[src/rtl/ram_test_pkg.sv]
// Shared constants, FSM encoding and CFG word builder for the RAM-test sequencer.
package ram_test_pkg;

  // Register offsets of the RAM-test core cfg port
  localparam logic [7:0] RegCfg  = 8'h00;
  localparam logic [7:0] RegBase = 8'h04;
  localparam logic [7:0] RegEnd  = 8'h08;

  // CFG word bit positions
  localparam int unsigned CfgBurstLsb = 28;
  localparam int unsigned CfgReadBit  = 8;
  localparam int unsigned CfgIncrBit  = 2;
  localparam int unsigned CfgOnesBit  = 1;
  localparam int unsigned CfgZeroBit  = 0;

  localparam logic [2:0] LastStep = 3'd5;

  // {r,g,b}
  localparam logic [2:0] LedFail = 3'b100;
  localparam logic [2:0] LedRun  = 3'b001;
  localparam logic [2:0] LedIdle = 3'b010;

  typedef enum logic [2:0] {
    StIdle,
    StWrBase,
    StWrEnd,
    StWrCfg,
    StWaitBusy,
    StWaitDone,
    StPass,
    StFail
  } seq_state_e;

  // Table step -> CFG word: pairs of (write, read) passes over INCR, ONES, ZERO
  function automatic logic [31:0] cfg_word(input logic [2:0] step, input logic [3:0] burst);
    logic [31:0] w;
    w = '0;
    w[CfgBurstLsb +: 4] = burst;
    w[CfgReadBit]       = step[0];
    if (step < 3'd2) begin
      w[CfgIncrBit] = 1'b1;
    end else if (step < 3'd4) begin
      w[CfgOnesBit] = 1'b1;
    end else begin
      w[CfgZeroBit] = 1'b1;
    end
    return w;
  endfunction

endpackage

[src/rtl/ram_test_sequencer_cfg_axil_wr_master.sv]
// Single-outstanding AXI4-Lite write master. The caller holds req_i (with stable addr/data) for
// the whole transaction; valids follow req_i combinationally so they rise in the first cycle.
module cfg_axil_wr_master (
  input  logic        clk_w,
  input  logic        rst_w,
  input  logic        req_i,
  input  logic [7:0]  addr_i,
  input  logic [31:0] data_i,
  output logic        awvalid_o,
  output logic [7:0]  awaddr_o,
  input  logic        awready_i,
  output logic        wvalid_o,
  output logic [31:0] wdata_o,
  input  logic        wready_i,
  input  logic        bvalid_i,
  output logic        bready_o,
  output logic        done_o
);

  logic aw_acc_q;
  logic w_acc_q;

  assign awvalid_o = req_i & ~aw_acc_q;
  assign wvalid_o  = req_i & ~w_acc_q;
  assign awaddr_o  = addr_i;
  assign wdata_o   = data_i;
  assign bready_o  = 1'b1;
  // B only counts once both channels have been accepted in earlier cycles
  assign done_o    = req_i & aw_acc_q & w_acc_q & bvalid_i;

  // Track per-channel acceptance; dropping req_i abandons the transaction
  always_ff @(posedge clk_w or posedge rst_w) begin
    if (rst_w) begin
      aw_acc_q <= 1'b0;
      w_acc_q  <= 1'b0;
    end else if (!req_i || done_o) begin
      aw_acc_q <= 1'b0;
      w_acc_q  <= 1'b0;
    end else begin
      if (awvalid_o && awready_i) aw_acc_q <= 1'b1;
      if (wvalid_o && wready_i)   w_acc_q  <= 1'b1;
    end
  end

endmodule

[src/rtl/ram_test_sequencer.sv]
// Programs BASE/END then walks the six-step pattern table on the RAM-test core, with watchdog,
// pass counting and status LED.
module ram_test_sequencer
  import ram_test_pkg::*;
#(
  parameter logic [31:0] BASE_ADDR = 32'h0,
  parameter logic [31:0] END_ADDR  = 32'h2000_0000,
  parameter logic [3:0]  BURST_LEN = 4'd3,
  parameter int unsigned BUSY_WAIT = 16,
  parameter logic [31:0] TIMEOUT   = 32'hFFFF_FFFF
) (
  input  logic        clk_w,
  input  logic        rst_w,
  input  logic        start_i,
  input  logic        loop_i,
  output logic        cfg_awvalid_o,
  output logic [7:0]  cfg_awaddr_o,
  input  logic        cfg_awready_i,
  output logic        cfg_wvalid_o,
  output logic [31:0] cfg_wdata_o,
  input  logic        cfg_wready_i,
  input  logic        cfg_bvalid_i,
  output logic        cfg_bready_o,
  input  logic        status_busy_i,
  input  logic        status_err_i,
  output logic [2:0]  step_o,
  output logic [15:0] pass_count_o,
  output logic        running_o,
  output logic        pass_o,
  output logic        fail_o,
  output logic        timeout_o,
  output logic [2:0]  led_rgb_o
);

  seq_state_e  state_q;
  logic [2:0]  step_q;
  logic [15:0] pass_cnt_q;
  logic        timeout_q;
  logic [15:0] busy_cnt_q;
  logic [31:0] wdog_q;
  logic [2:0]  led_q;

  logic        wr_req;
  logic [7:0]  wr_addr;
  logic [31:0] wr_data;
  logic        wr_done;
  logic        wait_st;
  logic        wdog_hit;
  logic        step_done;
  logic [2:0]  led_next;

  // Write request, address and data decoded from the current state
  always_comb begin
    wr_req  = 1'b1;
    wr_addr = RegCfg;
    wr_data = cfg_word(step_q, BURST_LEN);
    unique case (state_q)
      StWrBase: begin
        wr_addr = RegBase;
        wr_data = BASE_ADDR;
      end
      StWrEnd: begin
        wr_addr = RegEnd;
        wr_data = END_ADDR;
      end
      StWrCfg: ;
      default: begin
        wr_req  = 1'b0;
        wr_addr = '0;
        wr_data = '0;
      end
    endcase
  end

  cfg_axil_wr_master u_wr_master (
    .clk_w     (clk_w),
    .rst_w     (rst_w),
    .req_i     (wr_req),
    .addr_i    (wr_addr),
    .data_i    (wr_data),
    .awvalid_o (cfg_awvalid_o),
    .awaddr_o  (cfg_awaddr_o),
    .awready_i (cfg_awready_i),
    .wvalid_o  (cfg_wvalid_o),
    .wdata_o   (cfg_wdata_o),
    .wready_i  (cfg_wready_i),
    .bvalid_i  (cfg_bvalid_i),
    .bready_o  (cfg_bready_o),
    .done_o    (wr_done)
  );

  // Step-completion and watchdog conditions plus LED colour for the current state
  always_comb begin
    wait_st   = (state_q == StWaitBusy) || (state_q == StWaitDone);
    wdog_hit  = (TIMEOUT != 32'd0) && (wdog_q == TIMEOUT - 32'd1);
    // Busy never seen within the window is treated as an instant test
    step_done = ((state_q == StWaitBusy) && !status_busy_i &&
                 (busy_cnt_q == 16'(BUSY_WAIT - 1))) ||
                ((state_q == StWaitDone) && !status_busy_i);
    if (state_q == StFail) begin
      led_next = LedFail;
    end else if (running_o) begin
      led_next = LedRun;
    end else begin
      led_next = LedIdle;
    end
  end

  assign running_o    = (state_q != StIdle) && (state_q != StPass) && (state_q != StFail);
  assign pass_o       = (state_q == StPass);
  assign fail_o       = (state_q == StFail);
  assign step_o       = step_q;
  assign pass_count_o = pass_cnt_q;
  assign timeout_o    = timeout_q;
  assign led_rgb_o    = led_q;

  // Sequencer FSM with step/pass counters, watchdog and LED register
  always_ff @(posedge clk_w or posedge rst_w) begin
    if (rst_w) begin
      state_q    <= StIdle;
      step_q     <= '0;
      pass_cnt_q <= '0;
      timeout_q  <= 1'b0;
      busy_cnt_q <= '0;
      wdog_q     <= '0;
      led_q      <= LedIdle;
    end else begin
      led_q <= led_next;
      unique case (state_q)
        StIdle, StPass, StFail: begin
          if (start_i) begin
            state_q   <= StWrBase;
            step_q    <= '0;
            timeout_q <= 1'b0;
            wdog_q    <= '0;
          end
        end
        default: begin
          wdog_q <= wdog_q + 32'd1;
          // Error beats watchdog, watchdog beats completion
          if (wait_st && status_err_i) begin
            state_q <= StFail;
          end else if (wdog_hit) begin
            state_q   <= StFail;
            timeout_q <= 1'b1;
          end else if (step_done) begin
            if (step_q == LastStep) begin
              if (pass_cnt_q != 16'hFFFF) pass_cnt_q <= pass_cnt_q + 16'd1;
              if (loop_i) begin
                step_q  <= '0;
                state_q <= StWrCfg;
                wdog_q  <= '0;
              end else begin
                state_q <= StPass;
              end
            end else begin
              step_q  <= step_q + 3'd1;
              state_q <= StWrCfg;
              wdog_q  <= '0;
            end
          end else begin
            case (state_q)
              StWrBase: if (wr_done) state_q <= StWrEnd;
              StWrEnd: begin
                if (wr_done) begin
                  state_q <= StWrCfg;
                  wdog_q  <= '0;
                end
              end
              StWrCfg: begin
                if (wr_done) begin
                  state_q    <= StWaitBusy;
                  busy_cnt_q <= '0;
                end
              end
              StWaitBusy: begin
                if (status_busy_i) state_q <= StWaitDone;
                else               busy_cnt_q <= busy_cnt_q + 16'd1;
              end
              default: ;
            endcase
          end
        end
      endcase
    end
  end

endmodule

[config.mk]
export PLATFORM = sky130hd
export DESIGN_NAME = ram_test_sequencer
export DESIGN_NICKNAME = d
export VERILOG_FILES = /design/src/rtl/ram_test_pkg.sv /design/src/rtl/ram_test_sequencer_cfg_axil_wr_master.sv /design/src/rtl/ram_test_sequencer.sv
export SDC_FILE = /design/constraint.sdc
export NUM_CORES = 1
export LEC_CHECK = 0
export BUFFER_PORTS_ARGS = -buffer_cell sky130_fd_sc_hd__buf_4
export CORE_ASPECT_RATIO = 1.1
export CORE_MARGIN = 1
export CORE_UTILIZATION = 50
export CTS_CLUSTER_DIAMETER = 80
export DETAILED_ROUTE_END_ITERATION = 10
export PLACE_DENSITY = 0.79
export SLEW_MARGIN = 20
export SYNTH_ARGS = -nofsm -noshare
export SYNTH_HDL_FRONTEND = slang
export SYNTH_SLANG_ARGS = --single-unit
export TNS_END_PERCENT = 50
[constraint.sdc]
create_clock -name clk_w -period 2.9 [get_ports clk_w]
set_clock_uncertainty 0.05 [all_clocks]
set_input_delay 0.145 -clock clk_w [delete_from_list [all_inputs] [get_ports clk_w]]
set_output_delay 0.145 -clock clk_w [all_outputs]
set_load 0.02 [all_outputs]
# Word level (Yosys, flattened, before mapping)

Index checks and enable logic that the tools add are counted.

Register bits: 76
Logic and storage cells: 125
Output and inout bits: 69
Input port bits: 9

Multiplexer cells: 48
Eq/ne operators: 23
$lt $le $gt $ge: 2
Bitwise gates (word level): 11
$add $sub $neg: 4
Reductions and logical operators: 28

Operators with widths:

| kind                                                                    | count |
|---|---|
| 32-bit two-way mux                                                      | 9 |
| 30-bit one-hot mux with 2 select lines                                  | 1 |
| 3-bit two-way mux                                                       | 19 |
| 16-bit by 1-bit adder with 16-bit output, second input constant         | 2 |
| 32-bit by 1-bit adder with 32-bit output, second input constant         | 1 |
| 32-bit == test, second input constant                                   | 1 |
| 16-bit two-way mux                                                      | 2 |
| 16-bit one-hot mux with 2 select lines                                  | 1 |
| 6-bit by 5-bit inequality test with 1-bit output, second input constant | 3 |
| 16-bit by 4-bit == test with 1-bit output, second input constant        | 1 |
| 16-bit inequality test, second input constant                           | 1 |
| 3-bit == test, second input constant                                    | 5 |
| 1-bit two-way mux                                                       | 12 |
| 3-bit one-hot mux with 4 select lines                                   | 1 |
| 6-bit AND reduction                                                     | 2 |
| 2-bit nonzero test                                                      | 5 |
| 1-bit logical AND                                                       | 8 |
| 4-bit one-hot mux with 2 select lines                                   | 1 |
| 8-bit nonzero test                                                      | 1 |
| 7-bit AND reduction                                                     | 1 |
| 3-bit by 2-bit == test with 1-bit output, second input constant         | 2 |
| 2-bit by 1-bit inequality test with 1-bit output, second input constant | 3 |
| 3-bit inequality test, second input constant                            | 2 |
| 6-bit by 4-bit inequality test with 1-bit output, second input constant | 1 |
| other kinds (16)                                                        | 31 |

# Logic depth before layout (Yosys ltp)

Depth after elaboration: 12
Mapped depth: 11

# Cells and area by module

A second synthesis with hierarchy kept.

Cells, all modules: 521
Area, all modules: 4669.5 um^2

Modules (own cells, without submodules):

| module             | area an instance (um^2) | times used | cells an instance | sequential area each (um^2) |
|---|---|---|---|---|
| ram_test_sequencer | 4255.3                  | 1          | 469               | 1853.0 |
| cfg_axil_wr_master | 414.1                   | 1          | 52                | 50.0 |

# Worst setup path before layout

No wires, ideal clock.

Path type: register to register
Start: register wdog_q[16]
End: register wdog_q[17]
Setup time: 138 ps
Stages on the path, launching flop included: 10
Arrival time: 1894 ps
Period minus slack after synthesis: 2083 ps
Buffers on the path: 3
Slack: 817 ps
Path through: dfrtp_1 and4_1 and4_4 and4_1 buf_4 a221o_1 buf_6 buf_6 a41oi_1 a31oi_1

Word-level cells in the longest chain between the ends: 7

Ends and longest elaborated chain:

| item                                         | RTL line                                             | text |
|---|---|---|
| start, declared                              | ram_test_sequencer.sv:40                             | `logic [31:0] wdog_q;` |
| start signal, assigned                       | ram_test_sequencer.sv:139                            | `wdog_q <= wdog_q + 32'd1;` |
| 32-bit by 1-bit adder with 32-bit output     | ram_test_sequencer.sv:139                            |  |
| 32-bit two-way mux, on equally long branches | ram_test_sequencer.sv:165, ram_test_sequencer.sv:149 |  |
| 32-bit two-way mux, on equally long branches | ram_test_sequencer.sv:162, ram_test_sequencer.sv:147 |  |
| 32-bit two-way mux                           | ram_test_sequencer.sv:146                            | `end else if (step_done) begin` |
| 32-bit two-way mux                           | ram_test_sequencer.sv:143                            | `end else if (wdog_hit) begin` |
| 32-bit two-way mux *                         | ram_test_sequencer.sv:141                            | `if (wait_st && status_err_i) begin` |
| 32-bit two-way mux *                         | ram_test_sequencer.sv:129                            | `unique case (state_q)` |

Mark *: on every way between the ends. The rest lies on a longest branch, timed or not.
A chain may end at the register's enable or synchronous reset.

# Worst setup path after layout

Start: register busy_cnt_q[0]
End: register busy_cnt_q[3]

Word-level cells in the longest chain between the ends: 5

Ends and longest elaborated chain:

| item                                                                             | RTL line                  | text |
|---|---|---|
| start, declared                                                                  | ram_test_sequencer.sv:39  | `logic [15:0] busy_cnt_q;` |
| start signal, assigned                                                           | ram_test_sequencer.sv:178 | `else busy_cnt_q <= busy_cnt_q + 16'd1;` |
| branches (longest 5 deep; another with 16-bit by 1-bit adder with 16-bit output) | n/a                       |  |

Several ways; the timed one is not identified. The select of a mux whose other input is x is not followed.

==> run metrics <==
status=completed; Port Buf Inserts=44; CTS Buffer Depth=2; Worst Tran Pin Value=0.959 ns; Starting Density=52.6%; RSZ-0062 raised after global routing=no; Hold-fix buffers, CTS=2; DRC violation count after routing=0; Crit Reg-Reg Endpoint=busy_cnt_q[3]; # diodes=0; achievable frequency=0.395 GHz; Synth Flop Type=dfrtp_1; nets@finish=569; Root Buffer=clkbuf_8; Post-CTS Setup Bufs=0; max incr delay on CP=0.57 ns; r2r setup slk=0.37 ns; DR vias=3,911; clk_lat worst skew=0.36 ns; Required @ worst endpoint=3.14 ns; Slew Limit Headroom=36.1%; Crit Path Category=reg2reg; crit path max-delay cell type=or4_1; Comb pwr share=40.2%; dpl hpwl=6.68 mm; final core utilization=59.0%; Placer Congestion=0.908; Leak=0.00240 uW; WL per Instance=14.4 microns; clock network fraction of total power=22.6%; vias per cell=5.82; Worst Reg-to-Reg Cells=7; synthesized area=4490 sq um; CTS clk-pin slew, worst paths=0.09 ns; period utilization=87.3%; number of DRC markers in iteration 0=287; Max-Cap Viols=0; share of cells above drive strength 1=15.9%; CTS tree=built; Synth cell types=61; Hold Fails Final Rpt=0; PwrDens=727 nW/um^2; CP Buf/Inv Count=0; Die ar.=9370 sq um; global route overflow=0; hold slack final=0.0296 ns; startpoint types=flop; synthesized flop and latch total=76; clock net sink count=76; sw frac=40.8%; HP Class=in2async; fillcell total=735; cell taking the most area after synthesis=dfrtp_1; vias in the first global route=3,475; antenna viol nets, final=0; H-tree Lvls=3; Top Family by Delay on Critical Path=simple AND/OR/NAND/NOR gates; sequential share of the synthesized area=42.4%; Async S/R FF share, synth=100%; Gate Count Post-Synth=507; count of final max-slew check failures=0; P&R area growth vs syn=12.3%; first-pass GRT wire length=16.4 mm; Setup-failing EPs final=0; Final min period=2.53 ns; top-area cell type share of the netlist area=41.8%; synth top area cells=dfrtp_1 42%, buf_4 6.0%, nand2_1 4.1%; Peak VDD IR=0.616 mV; Yosys Warn Count=0; setup TNS=0 ns; Syn Area/Cell=8.86 sq um; CORE AREA=8540 sq um; Routed WL=9.68 mm; # IOs=78; most used cell, CP=nand3_1; CP Cell Sequence=ha_1, and4b_1, and4_1, o21ai_1, nand3_1, or4_1, nand3_1; initial antenna violation count=0; post-CTS sizing=0; Int Pwr=2170 uW; Post-synth EDFFs=0; DRT Pass-1 Iters=4; CTS buffer count=9; worst-path maximum fanout=8; Reg2Reg Launch Point=busy_cnt_q[0]; Die W=92.4 microns; Psw=1500 uW; FP Rows=35; sequential power share=37.1%; die height=101 microns; CP Capture Type=flop; CP Data Arrival Time=2.77 ns; pin count of the biggest net entering global routing=77; All-Layer GR Usage=21.7%
-- how the worst max path moves through the flow --
stage / startpoint / endpoint / slack (ns) / cells after the start
after floorplan: rst_w / busy_cnt_q[0] / 0.77 / 1
after global placement: wdog_q[0] / wdog_q[17] / 0.48 / 9
after detailed placement: busy_cnt_q[0] / pass_count_o[1] / 0.44 / 7
after CTS: busy_cnt_q[0] / busy_cnt_q[3] / 0.38 / 7
after global routing: wdog_q[0] / wdog_q[17] / 0.16 / 9
final: busy_cnt_q[0] / busy_cnt_q[3] / 0.37 / 7
-- registers in the layout, summed over array words and instances (netlist names) --
register	flops
state_q	3
pass_count_o	16
wdog_q	32
timeout_o	1
led_rgb_o	3
u_wr_master.aw_acc_q	1
step_o	3
u_wr_master.w_acc_q	1
busy_cnt_q	16
-- cells in the final DEF, fill, tap and decap left out, drive strengths merged, types with 2 or more instances in the layout --
| cell type | n |
|---|---|
| a21o | 6 |
| a21oi | 16 |
| a22o | 5 |
| a31oi | 22 |
| a41oi | 2 |
| and2 | 4 |
| and3 | 16 |
| and4 | 8 |
| buf | 56 |
| clkbuf | 11 |
| clkinv | 4 |
| conb | 33 |
| dfrtp | 75 |
| dlygate4sd3 | 2 |
| ha | 4 |
| inv | 11 |
| mux2i | 3 |
| nand2 | 49 |
| nand2b | 5 |
| nand3 | 29 |
| nand3b | 2 |
| nand4 | 19 |
| nor2 | 40 |
| nor2b | 2 |
| nor3 | 22 |
| nor4 | 8 |
| o211ai | 2 |
| o21a | 4 |
| o21ai | 40 |
| o22ai | 2 |
| o31ai | 4 |
| o41ai | 2 |
| or2 | 9 |
| or4 | 2 |
| xnor2 | 7 |
| xor2 | 17 |
-- cells by family (layout without fill, tap and decap cells) --
| kind of cell | count (synthesis) | after routing | share of synthesized area, % |
|---|---|---|---|
| AO/OA/AOI/OAI | 114 | 114 | 15.9 |
| XOR/XNOR | 24 | 24 | 4.68 |
| adder cells (fa/ha/maj) | 4 | 4 | 1.11 |
| buffers and inverters | 62 | 85 | 8.66 |
| flip-flops | 76 | 76 | 42.4 |
| multiplexers | 4 | 4 | 0.919 |
| other | 2 | 33 | 0.167 |
| AND/OR/NAND/NOR | 221 | 221 | 26.2 |
-- cell type report --
cell class                 instances  area [sq um]  area share (%)
inverter                          11          41.3           0.819
sequential                        76          1900            37.7
clock inverter                     5          61.3            1.22
clock buffer                      11           141            2.80
timing repair buffer              58           440            8.73
tap                              111           139            2.75
multi-input combinational        400          2320            45.9
-- metrics by stage --
step	total power [uW]	area [sq um]	cells	setup slack, ns
floorplan	2480	4610	538	0.768
global placement	2790	4820	654	0.478
detailed placement	2840	4820	654	0.441
CTS	3670	5040	672	0.384
global route	3890	5040	672	0.157
finish	3670	5040	672	0.369
-- per-layer routing --
metal,vias up,GRT usage (%),wire length [microns]
met5,-,0,0
met4,0,6.73,116
met3,13,4.50,572
met2,133,36.0,4550
met1,1883,28.8,4440
li1,1882,-,-
-- synthesized netlist by cell type, types with 8 or more instances --
cell type,n
dfrtp_1,75
nand2_1,49
nor2_1,38
buf_4,36
nand3_1,29
o21ai_0,25
a31oi_1,22
nor3_1,20
nand4_1,19
xor2_1,17
a21oi_1,16
and3_1,16
o21ai_1,15
inv_1,11
nor4_1,8
-- power groups by stage --
stage / clock network [uW] / logic [uW] / registers [uW]
floorplan: 0 / 1140 / 1340
global placement: 0 / 1420 / 1370
detailed placement: 0 / 1460 / 1370
CTS: 842 / 1470 / 1350
global route: 887 / 1610 / 1390
finish: 830 / 1480 / 1360
-- worst register-to-register path: cells and delay by family (launching register included) --
| family | cells | cell delay [ns] |
|---|---|---|
| DFF | 1 | 0.41 |
| AOI/OAI and AO/OA | 1 | 0.40 |
| and+or+nand+nor | 5 | 1.35 |
| adders and majority gates | 1 | 0.26 |
No activity file was read; power rests on OpenSTA's default activity.
